$ cat src/rtl/instr_encoder_pkg.sv
// -----------------------------------------------------------------------------
// instr_encoder_pkg
// Shared brisc encoding types and constants for the instruction encoder:
//   - alu_ctrl_e / data_size_e : decoded ALU operation and memory access size
//   - enc_op_e                 : descriptor operation class
//   - enc_state_e              : encoder sequencing states
//   - OPCODE_* / FUNCT7_*      : RV32-style major opcodes and funct7 values
//   - immediate range helpers  : signed-fit checks for I/S, B and J immediates
// -----------------------------------------------------------------------------
package instr_encoder_pkg;

  typedef enum logic [2:0] {
    ALU_ADD = 3'd0,
    ALU_SUB = 3'd1,
    ALU_MUL = 3'd2,
    ALU_OR  = 3'd3,
    ALU_AND = 3'd4
  } alu_ctrl_e;

  typedef enum logic {
    SIZE_B = 1'b0,
    SIZE_W = 1'b1
  } data_size_e;

  typedef enum logic [2:0] {
    OP_LOAD  = 3'd0,
    OP_STORE = 3'd1,
    OP_R     = 3'd2,
    OP_IMM   = 3'd3,
    OP_BEQ   = 3'd4,
    OP_JUMP  = 3'd5,
    OP_AUIPC = 3'd6,
    OP_END   = 3'd7
  } enc_op_e;

  typedef enum logic [1:0] {
    ENC_IDLE  = 2'd0,
    ENC_RUN   = 2'd1,
    ENC_DRAIN = 2'd2,
    ENC_DONE  = 2'd3
  } enc_state_e;

  localparam logic [6:0] OPCODE_LOAD  = 7'b0000011;
  localparam logic [6:0] OPCODE_STORE = 7'b0100011;
  localparam logic [6:0] OPCODE_R     = 7'b0110011;
  localparam logic [6:0] OPCODE_IMM   = 7'b0010011;
  localparam logic [6:0] OPCODE_BEQ   = 7'b1100011;
  localparam logic [6:0] OPCODE_JUMP  = 7'b1101111;
  localparam logic [6:0] OPCODE_AUIPC = 7'b0010111;
  localparam logic [6:0] OPCODE_END   = 7'b0001011;

  localparam logic [6:0] FUNCT7_MUL = 7'b0000001;
  localparam logic [6:0] FUNCT7_SUB = 7'b0100000;

  // True when v is representable as a 12-bit signed value (all bits above 10 equal)
  function automatic logic fits_simm12(logic [31:0] v);
    return (v[31:11] == 21'h00_0000) || (v[31:11] == 21'h1F_FFFF);
  endfunction

  // True when v is representable as a 13-bit signed value (branch offset)
  function automatic logic fits_simm13(logic [31:0] v);
    return (v[31:12] == 20'h0_0000) || (v[31:12] == 20'hF_FFFF);
  endfunction

  // True when v is representable as a 21-bit signed value (jump offset)
  function automatic logic fits_simm21(logic [31:0] v);
    return (v[31:20] == 12'h000) || (v[31:20] == 12'hFFF);
  endfunction

endpackage

$ cat src/rtl/instr_encoder_if.sv
// -----------------------------------------------------------------------------
// instr_encoder_if
// Bundles the descriptor request handshake and the imem write handshake.
//   master : descriptor source / imem sink (drives req_*, wr_ready)
//   slave  : the encoder (drives req_ready, wr_valid, wr_addr, wr_data)
// -----------------------------------------------------------------------------
interface instr_encoder_if;
  import instr_encoder_pkg::*;

  logic        req_valid;
  logic        req_ready;
  enc_op_e     req_op;
  alu_ctrl_e   req_alu;
  data_size_e  req_size;
  logic [4:0]  req_rd;
  logic [4:0]  req_rs1;
  logic [4:0]  req_rs2;
  logic [31:0] req_imm;
  logic        wr_valid;
  logic        wr_ready;
  logic [31:0] wr_addr;
  logic [31:0] wr_data;

  modport master (
    output req_valid, req_op, req_alu, req_size, req_rd, req_rs1, req_rs2, req_imm,
    input  req_ready,
    input  wr_valid, wr_addr, wr_data,
    output wr_ready
  );

  modport slave (
    input  req_valid, req_op, req_alu, req_size, req_rd, req_rs1, req_rs2, req_imm,
    output req_ready,
    output wr_valid, wr_addr, wr_data,
    input  wr_ready
  );

endinterface

$ cat src/rtl/instr_encoder_sync_fifo.sv
// -----------------------------------------------------------------------------
// sync_fifo
// Single-clock FIFO with registered full/empty flags.
//   clk, rst_n        : clock, synchronous active-low reset (empties the FIFO)
//   push, push_data   : write request (ignored while full)
//   pop               : read request (ignored while empty)
//   head              : oldest entry, valid while !empty
//   full, empty       : registered occupancy flags
// DEPTH must be a power of two >= 2 so the pointers wrap naturally.
// -----------------------------------------------------------------------------
module sync_fifo #(
  parameter int unsigned WIDTH = 32,
  parameter int unsigned DEPTH = 4
) (
  input  logic             clk,
  input  logic             rst_n,
  input  logic             push,
  input  logic [WIDTH-1:0] push_data,
  input  logic             pop,
  output logic [WIDTH-1:0] head,
  output logic             full,
  output logic             empty
);

  localparam int unsigned AW = $clog2(DEPTH);

  logic [WIDTH-1:0] mem_r [DEPTH];
  logic [AW-1:0]    wr_ptr_r;
  logic [AW-1:0]    rd_ptr_r;
  logic [AW:0]      count_r;
  logic [AW:0]      count_nx_s;
  logic             push_ok_s;
  logic             pop_ok_s;
  logic             full_r;
  logic             empty_r;

  assign push_ok_s = push && !full_r;
  assign pop_ok_s  = pop && !empty_r;
  assign head      = mem_r[rd_ptr_r];
  assign full      = full_r;
  assign empty     = empty_r;

  // Next occupancy, used to register the flags one cycle ahead
  always_comb begin
    count_nx_s = count_r + (AW+1)'(push_ok_s) - (AW+1)'(pop_ok_s);
  end

  // Storage, pointers and flags
  always_ff @(posedge clk) begin
    if (!rst_n) begin
      for (int i = 0; i < int'(DEPTH); i++) begin
        mem_r[i] <= '0;
      end
      wr_ptr_r <= '0;
      rd_ptr_r <= '0;
      count_r  <= '0;
      full_r   <= 1'b0;
      empty_r  <= 1'b1;
    end else begin
      if (push_ok_s) begin
        mem_r[wr_ptr_r] <= push_data;
        wr_ptr_r        <= wr_ptr_r + AW'(1);
      end
      if (pop_ok_s) begin
        rd_ptr_r <= rd_ptr_r + AW'(1);
      end
      count_r <= count_nx_s;
      full_r  <= (count_nx_s == (AW+1)'(DEPTH));
      empty_r <= (count_nx_s == (AW+1)'(0));
    end
  end

endmodule

$ cat src/rtl/instr_encoder.sv
// -----------------------------------------------------------------------------
// instr_encoder
// Encodes decoded operation descriptors into 32-bit brisc instruction words,
// buffers them, and streams them into imem at sequential word addresses.
//   clk, rst_n : clock, synchronous active-low reset
//   start      : one-cycle pulse, begins a program at BASE_ADDR (IDLE/DONE only)
//   bus        : instr_encoder_if.slave - descriptor request and imem write
//   busy       : program in progress (RUN or DRAIN)
//   done       : END word written to imem
//   err        : sticky, an illegal descriptor was accepted and dropped
//   ovf        : sticky, the write index wrapped past IMEM_WORDS
//   checksum   : XOR of every word written since start
//                (present only when INSTR_ENC_CHECKSUM_EN is defined)
// -----------------------------------------------------------------------------
module instr_encoder
  import instr_encoder_pkg::*;
#(
  parameter int unsigned FIFO_DEPTH = 4,
  parameter logic [31:0] BASE_ADDR  = 32'h0000_1000,
  parameter int unsigned IMEM_WORDS = 1024
) (
  input  logic  clk,
  input  logic  rst_n,
  input  logic  start,
  instr_encoder_if.slave bus,
  output logic  busy,
  output logic  done,
  output logic  err,
`ifdef INSTR_ENC_CHECKSUM_EN
  output logic  ovf,
  output logic [31:0] checksum
`else
  output logic  ovf
`endif
);

  localparam int unsigned IDX_W = (IMEM_WORDS > 1) ? $clog2(IMEM_WORDS) : 1;

  localparam logic [1:0] ST_IDLE  = ENC_IDLE;
  localparam logic [1:0] ST_RUN   = ENC_RUN;
  localparam logic [1:0] ST_DRAIN = ENC_DRAIN;
  localparam logic [1:0] ST_DONE  = ENC_DONE;

  logic [1:0]       state_r;
  logic [IDX_W-1:0] wr_idx_r;
  logic             done_r;
  logic             err_r;
  logic             ovf_r;

  logic             fifo_full_s;
  logic             fifo_empty_s;
  logic [31:0]      fifo_head_s;
  logic             accept_s;
  logic             push_s;
  logic             wr_fire_s;
  logic             start_ok_s;

  logic [31:0]      enc_word_s;
  logic             enc_legal_s;
  logic [2:0]       funct3_s;
  logic [6:0]       funct7_s;
  logic             alu_ok_s;
  logic [2:0]       ls_funct3_s;
  logic [31:0]      imm_s;

  assign imm_s       = bus.req_imm;
  assign start_ok_s  = start && ((state_r == ST_IDLE) || (state_r == ST_DONE));
  assign accept_s    = bus.req_valid && bus.req_ready;
  // Illegal descriptors complete the handshake but never reach the FIFO
  assign push_s      = accept_s && enc_legal_s;
  assign wr_fire_s   = bus.wr_valid && bus.wr_ready;

  assign bus.req_ready = (state_r == ST_RUN) && !fifo_full_s;
  assign bus.wr_valid  = !fifo_empty_s;
  assign bus.wr_data   = fifo_head_s;
  assign bus.wr_addr   = BASE_ADDR + 32'(wr_idx_r) * 32'd4;

  assign busy = (state_r == ST_RUN) || (state_r == ST_DRAIN);
  assign done = done_r;
  assign err  = err_r;
  assign ovf  = ovf_r;

  assign ls_funct3_s = (bus.req_size == SIZE_W) ? 3'b010 : 3'b000;

  // ALU-dependent fields shared by the R and IMM forms
  always_comb begin
    funct3_s = 3'b000;
    funct7_s = 7'b0000000;
    alu_ok_s = 1'b1;
    case (bus.req_alu)
      ALU_ADD: funct3_s = 3'b000;
      ALU_SUB: funct7_s = FUNCT7_SUB;
      ALU_MUL: funct7_s = FUNCT7_MUL;
      ALU_OR:  funct3_s = 3'b110;
      ALU_AND: funct3_s = 3'b111;
      default: alu_ok_s = 1'b0;
    endcase
  end

  // Descriptor to instruction word, plus legality of the descriptor
  always_comb begin
    enc_word_s  = 32'h0000_0000;
    enc_legal_s = 1'b0;
    case (bus.req_op)
      OP_LOAD: begin
        enc_word_s  = {imm_s[11:0], bus.req_rs1, ls_funct3_s, bus.req_rd, OPCODE_LOAD};
        enc_legal_s = fits_simm12(imm_s);
      end
      OP_STORE: begin
        enc_word_s  = {imm_s[11:5], bus.req_rs2, bus.req_rs1, ls_funct3_s, imm_s[4:0], OPCODE_STORE};
        enc_legal_s = fits_simm12(imm_s);
      end
      OP_R: begin
        enc_word_s  = {funct7_s, bus.req_rs2, bus.req_rs1, funct3_s, bus.req_rd, OPCODE_R};
        enc_legal_s = alu_ok_s;
      end
      OP_IMM: begin
        // I-type has no funct7 slot, so SUB and MUL have no immediate form
        enc_word_s  = {imm_s[11:0], bus.req_rs1, funct3_s, bus.req_rd, OPCODE_IMM};
        enc_legal_s = alu_ok_s && (bus.req_alu != ALU_SUB) && (bus.req_alu != ALU_MUL)
                      && fits_simm12(imm_s);
      end
      OP_BEQ: begin
        enc_word_s  = {imm_s[12], imm_s[10:5], bus.req_rs2, bus.req_rs1, 3'b000,
                       imm_s[4:1], imm_s[11], OPCODE_BEQ};
        enc_legal_s = !imm_s[0] && fits_simm13(imm_s);
      end
      OP_JUMP: begin
        enc_word_s  = {imm_s[20], imm_s[10:1], imm_s[11], imm_s[19:12], bus.req_rd, OPCODE_JUMP};
        enc_legal_s = !imm_s[0] && fits_simm21(imm_s);
      end
      OP_AUIPC: begin
        enc_word_s  = {imm_s[31:12], bus.req_rd, OPCODE_AUIPC};
        enc_legal_s = 1'b1;
      end
      OP_END: begin
        enc_word_s  = {25'h000_0000, OPCODE_END};
        enc_legal_s = 1'b1;
      end
      default: begin
        enc_word_s  = 32'h0000_0000;
        enc_legal_s = 1'b0;
      end
    endcase
  end

  sync_fifo #(
    .WIDTH (32),
    .DEPTH (FIFO_DEPTH)
  ) u_fifo (
    .clk       (clk),
    .rst_n     (rst_n),
    .push      (push_s),
    .push_data (enc_word_s),
    .pop       (wr_fire_s),
    .head      (fifo_head_s),
    .full      (fifo_full_s),
    .empty     (fifo_empty_s)
  );

  // Program sequencing and done flag
  always_ff @(posedge clk) begin
    if (!rst_n) begin
      state_r <= ST_IDLE;
      done_r  <= 1'b0;
    end else begin
      case (state_r)
        ST_IDLE, ST_DONE: begin
          if (start_ok_s) begin
            state_r <= ST_RUN;
            done_r  <= 1'b0;
          end
        end
        ST_RUN: begin
          if (accept_s && (bus.req_op == OP_END)) begin
            state_r <= ST_DRAIN;
          end
        end
        ST_DRAIN: begin
          // wr_valid mirrors !empty, so an empty FIFO also means no write is pending
          if (fifo_empty_s) begin
            state_r <= ST_DONE;
            done_r  <= 1'b1;
          end
        end
        default: state_r <= ST_IDLE;
      endcase
    end
  end

  // Write index, wrap detection and illegal-descriptor flag
  always_ff @(posedge clk) begin
    if (!rst_n) begin
      wr_idx_r <= '0;
      err_r    <= 1'b0;
      ovf_r    <= 1'b0;
    end else if (start_ok_s) begin
      wr_idx_r <= '0;
      err_r    <= 1'b0;
      ovf_r    <= 1'b0;
    end else begin
      if (accept_s && !enc_legal_s) begin
        err_r <= 1'b1;
      end
      if (wr_fire_s) begin
        if (wr_idx_r == IDX_W'(IMEM_WORDS - 1)) begin
          wr_idx_r <= '0;
          ovf_r    <= 1'b1;
        end else begin
          wr_idx_r <= wr_idx_r + IDX_W'(1);
        end
      end
    end
  end

`ifdef INSTR_ENC_CHECKSUM_EN
  logic [31:0] checksum_r;

  assign checksum = checksum_r;

  // Running XOR of every word handed to imem since start
  always_ff @(posedge clk) begin
    if (!rst_n) begin
      checksum_r <= 32'h0000_0000;
    end else if (start_ok_s) begin
      checksum_r <= 32'h0000_0000;
    end else if (wr_fire_s) begin
      checksum_r <= checksum_r ^ fifo_head_s;
    end else begin
      checksum_r <= checksum_r;
    end
  end
`endif

endmodule

$ cat src/flat_wrapper.sv
// flat-port wrapper written by rule: the top's interface ports become plain ports
module instr_encoder_flat import instr_encoder_pkg::*;
#(
  parameter int unsigned FIFO_DEPTH = 4,
  parameter logic [31:0] BASE_ADDR  = 32'h0000_1000,
  parameter int unsigned IMEM_WORDS = 1024
)
  (clk, rst_n, start, busy, done, err, ovf, bus_req_valid, bus_req_op, bus_req_alu, bus_req_size, bus_req_rd, bus_req_rs1, bus_req_rs2, bus_req_imm, bus_req_ready, bus_wr_valid, bus_wr_addr, bus_wr_data, bus_wr_ready);
  instr_encoder_if bus_i ();
  input  logic clk;
  input  logic rst_n;
  input  logic start;
  output logic busy;
  output logic done;
  output logic err;
  output logic ovf;
  input wire logic [$bits(bus_i.req_valid)-1:0] bus_req_valid;
  input wire logic [$bits(bus_i.req_op)-1:0] bus_req_op;
  input wire logic [$bits(bus_i.req_alu)-1:0] bus_req_alu;
  input wire logic [$bits(bus_i.req_size)-1:0] bus_req_size;
  input wire logic [$bits(bus_i.req_rd)-1:0] bus_req_rd;
  input wire logic [$bits(bus_i.req_rs1)-1:0] bus_req_rs1;
  input wire logic [$bits(bus_i.req_rs2)-1:0] bus_req_rs2;
  input wire logic [$bits(bus_i.req_imm)-1:0] bus_req_imm;
  output wire logic [$bits(bus_i.req_ready)-1:0] bus_req_ready;
  output wire logic [$bits(bus_i.wr_valid)-1:0] bus_wr_valid;
  output wire logic [$bits(bus_i.wr_addr)-1:0] bus_wr_addr;
  output wire logic [$bits(bus_i.wr_data)-1:0] bus_wr_data;
  input wire logic [$bits(bus_i.wr_ready)-1:0] bus_wr_ready;
  assign bus_i.req_valid = bus_req_valid;
  assign bus_i.req_op = bus_req_op;
  assign bus_i.req_alu = bus_req_alu;
  assign bus_i.req_size = bus_req_size;
  assign bus_i.req_rd = bus_req_rd;
  assign bus_i.req_rs1 = bus_req_rs1;
  assign bus_i.req_rs2 = bus_req_rs2;
  assign bus_i.req_imm = bus_req_imm;
  assign bus_req_ready = bus_i.req_ready;
  assign bus_wr_valid = bus_i.wr_valid;
  assign bus_wr_addr = bus_i.wr_addr;
  assign bus_wr_data = bus_i.wr_data;
  assign bus_i.wr_ready = bus_wr_ready;
  instr_encoder #(.FIFO_DEPTH(FIFO_DEPTH), .BASE_ADDR(BASE_ADDR), .IMEM_WORDS(IMEM_WORDS)) u_core (.clk(clk), .rst_n(rst_n), .start(start), .bus(bus_i), .busy(busy), .done(done), .err(err), .ovf(ovf));
endmodule
$ cat config.mk
export PLATFORM = sky130hd
export DESIGN_NAME = instr_encoder_flat
export DESIGN_NICKNAME = d
export VERILOG_FILES = /design/src/rtl/instr_encoder_pkg.sv /design/src/rtl/instr_encoder_if.sv /design/src/rtl/instr_encoder_sync_fifo.sv /design/src/rtl/instr_encoder.sv /design/src/flat_wrapper.sv
export SDC_FILE = /design/constraint.sdc
export NUM_CORES = 1
export LEC_CHECK = 0
export CORE_AREA = 2 2 121 123
export DETAILED_ROUTE_END_ITERATION = 8
export DIE_AREA = 0 0 123 125
export PLACE_DENSITY_LB_ADDON = 0.08
export SLEW_MARGIN = 10
export SYNTH_ARGS = -nofsm -noshare
export SYNTH_HDL_FRONTEND = slang
export SYNTH_SLANG_ARGS = --single-unit
export TNS_END_PERCENT = 20
$ cat constraint.sdc
create_clock -name clk -period 5.8 [get_ports clk]
set_input_delay 0.87 -clock clk [delete_from_list [all_inputs] [get_ports clk]]
set_output_delay 0.87 -clock clk [all_outputs]
set_load 0.01 [all_outputs]
==> summary.txt <==
STA
  – Final Cycle Share: approximately three quarters
  – Fmax: 0.234 GHz
  – Setup TNS Final: 0 ps
  – Max-slew violations: 0
  – # setup viols final: 0
  – Clock skew: around 8.6 ps
  – Final hold violation count: 0
  – Relative slew slack: around a third
  – RSZ-0062 raised after global routing: false
  – Hold Slack: between 400 and 500 ps
  – Fin crit period: between 4000 and 5000 ps
  – Measured slew at the worst slew-check pin: around 1000 ps

Min path
  – Hold Path Cell Cnt: 2
  – Worst hold path class: reg -> reg
  – Beginning of the worst hold path: u_core.ovf$_SDFFE_PP0P_
  – Hold worst-path end: u_core.ovf$_SDFFE_PP0P_

Routing
  – Drt wl/cell: approximately 20 µm
  – DR DRC count: 0
  – Via count: 5154
  – First DRT Iteration DRCs: between 400 and 500
  – Final ANT Viol Nets: 0
  – Final wirelength: 18100 µm
  – DR vias/cell: roughly 5.7
  – DR pass1 iterations: 5

Setup path
  – Arrival time worst endpoint: 4630 ps
  – Delay-heaviest family, CP: buffers and inverters
  – Slowest CP cell: clkdlybuf4s50_1
  – Setup slack, reg-to-reg: 2390 ps
  – Reg2reg end: u_core.u_fifo.full$_SDFF_PN0_
  – Crit Path Max Fanout: 14
  – Critical path's largest stage delay: about 660 ps
  – R2R depth: 14
  – Crit path required time: roughly 6000 ps
  – Nature of the critical path endpoint: flop
  – WS Path Type: in -> reg
  – WP depth: 15
  – WP buf/inv: 4
  – CP dominant cell by count: inv_1
  – R2R Path Start: u_core.state_r[1]$_SDFFE_PN0P_
  – Worst path cell trace: clkdlybuf4s50_1 > inv_1 > nand2_1 > or2_2 > or3b_1 > a21boi_2 > ha_1 > inv_1 > ha_1 > inv_1 > fa_1 > xnor2_1 > xnor2_1 > nand2_1 > nor2_1
  – CP startpoint kind: input port

Global route
  – Initial antenna violation count: 1
  – Pin count of the biggest net entering global routing: 32
  – Global Route Usage Sum: roughly 25%
  – Grt total ovfl: 0
  – Vias in the first global route: 5203
  – First-pass GRT wire length: approximately 28000 µm

Place
  – Routability cong.: 0.903
  – Post-placement cell area: ~8500 µm²
  – Cell count after placement: ~870
  – PortBufs: 106
  – Post-DP HPWL: between 10000 and 15000 µm

Clocking
  – Clock root buffer: clkbuf_16
  – Post-CTS Setup Inserts: 0
  – Clock Sinks: 150
  – Max H-tree Level: 4
  – Clk_lat worst skew: approximately 420 ps
  – CTS Buf Count: 17
  – CTS clk-pin slew, worst paths: approximately 60 ps
  – Clock buffer depth: 2
  – # hold bufs at CTS: 0
  – CTS resizes: 0
  – CTS tree: built

Yosys
  – Synth top cells by count: nor2_1, edfxtp_1, mux4_2
  – Syn avg cell area: about 12 µm²
  – Dominant register cell in the synthesized netlist: edfxtp_1
  – Synthesized flop and latch total: 150
  – Area leader, netlist: edfxtp_1
  – Top-count cell post-synth: nor2_1
  – YS warnings: 0
  – Register area share after synthesis: between 50% and 60%
  – Cells after Synth: approximately 600
  – Synth unique cells: 53
  – Proportion of netlist area held by the largest area contributor: around half
  – Post-Syn Area: approximately 7300 µm²
  – Post-synth EDFFs: ~120
  – Ys async rst share: 0%
  – Largest cells by area after synthesis: edfxtp_1, mux4_2, nor2_1, dfxtp_1, buf_4

Finish
  – Area of the multi-input gates: between 2000 and 3000 µm²
  – # nets final: 765
  – Fin area: ~9100 µm²
  – # diodes: 0
  – Register area: around 4200 µm²
  – Finished Layout Cells: between 800 and 900
  – Fillers: 1118
  – Synthesis-to-finish area growth: 24.6%
  – Layout cells sized above 1: 12.6%

Outcome
  – Outcome: finished, final reports clean

Floorplan
  – Die Wd: roughly 120 µm
  – Initial Utilization: a little over 50%
  – Row count: 44
  – # IOs: ~130
  – Die height: 125 µm
  – Full die area: between 15000 and 20000 µm²
  – CORE AREA: approximately 14000 µm²

Power
  – Max IR drop VDD: roughly 0.22 mV
  – Pwr Density: 337 nW/µm²
  – Leakage: approximately 3.2 nW

Job
  – Max Cap Viol: 0
logic make-up (layout without fill, tap and decap cells):
kind of cell	count (synthesis)	after routing	share of synthesized area [%]
AND/OR/NAND/NOR	241	241	14.9
flip-flops	150	150	58.2
buffers and inverters	74	166	5.30
AO/OA/AOI/OAI	73	73	7.08
multiplexers	41	41	11.6
XOR/XNOR	14	14	1.68
adder cells (fa/ha/maj)	6	6	1.13
other	2	22	0.103
area by class of cell:
cell class | instances | area share, %
repair buffers | 116 | 12.8
inverters | 18 | 0.743
well taps | 184 | 2.53
flip-flops and latches | 150 | 46.7
multi-input cells | 397 | 30.5
clock buffers | 19 | 4.76
clock inverters | 13 | 1.94
registers in the layout (all words and copies together) (netlist names), 2 cells and up, named ones only:
register                cells
u_core.u_fifo.count_r       3
u_core.u_fifo.rd_ptr_r      2
u_core.state_r              2
u_core.u_fifo.mem_r       124
u_core.u_fifo.wr_ptr_r      2
u_core.wr_idx_r            10
metrics by stage:
stage	power (mW)	utilization, %	setup slack (ps)
global placement	1.93	59.7	1230
global route	3.18	64.0	1220
floorplan	1.68	-	881
CTS	3.08	64.0	1570
finish	3.06	64.0	1530
detailed placement	1.95	59.7	1120
report_power, final:
group	switching (mW)	leakage, nW	internal [mW]
Sequential	0.0398	1.49	1.24
Combinational	0.322	1.46	0.324
Clock	0.424	0.289	0.717
Total	0.786	3.24	2.28
routing by layer:
layer / global-route usage, % / share of wire (%) / vias up
met5: 0 / 0.072 / -
met4: 11.2 / 3.2 / 2
met3: 5.25 / 6.4 / 46
met2: 40.6 / 49 / 209
met1: 32.9 / 41 / 2545
li1: - / - / 2352
worst min-delay path, stage by stage, from the launching register on:
cell     delay [ps]
dfxtp_1         340
a31oi_1          50
nor2_1           70
worst max-delay path by stage:
stage,endpoint,slack [ps],startpoint
floorplan,u_core.u_fifo.mem_r[0][0]$_SDFFCE_PN0P_,880,bus_req_op[0]
CTS,u_core.u_fifo.full$_SDFF_PN0_,1570,bus_req_op[1]
detailed placement,u_core.u_fifo.full$_SDFF_PN0_,1120,bus_req_op[1]
finish,u_core.u_fifo.full$_SDFF_PN0_,1530,bus_req_op[1]
global placement,u_core.u_fifo.full$_SDFF_PN0_,1230,bus_req_op[1]
global route,u_core.u_fifo.full$_SDFF_PN0_,1220,bus_req_op[1]
cell usage in the layout, fill, tap and decap left out, drive strengths merged, types with 3 or more instances in the layout:
| cell | instances |
|---|---|
| mux4 | 35 |
| a21oi | 18 |
| conb | 22 |
| nor2 | 157 |
| a22oi | 9 |
| nand3 | 12 |
| o221ai | 5 |
| nand2 | 30 |
| nand2b | 3 |
| edfxtp | 124 |
| nor3 | 4 |
| ha | 5 |
| xnor2 | 7 |
| buf | 10 |
| a21boi | 6 |
| a2bb2oi | 3 |
| xor2 | 7 |
| o22ai | 3 |
| inv | 20 |
| dfxtp | 26 |
| nor4 | 5 |
| nor2b | 7 |
| or2 | 3 |
| o21ai | 12 |
| nand4 | 11 |
| clkinvlp | 3 |
| clkinv | 4 |
| clkdlybuf4s50 | 106 |
| bufinv | 4 |
| a221oi | 3 |
| o211ai | 4 |
| mux2i | 6 |
| and2 | 3 |
| clkbuf | 19 |
Power figures use the tool's default switching activity.
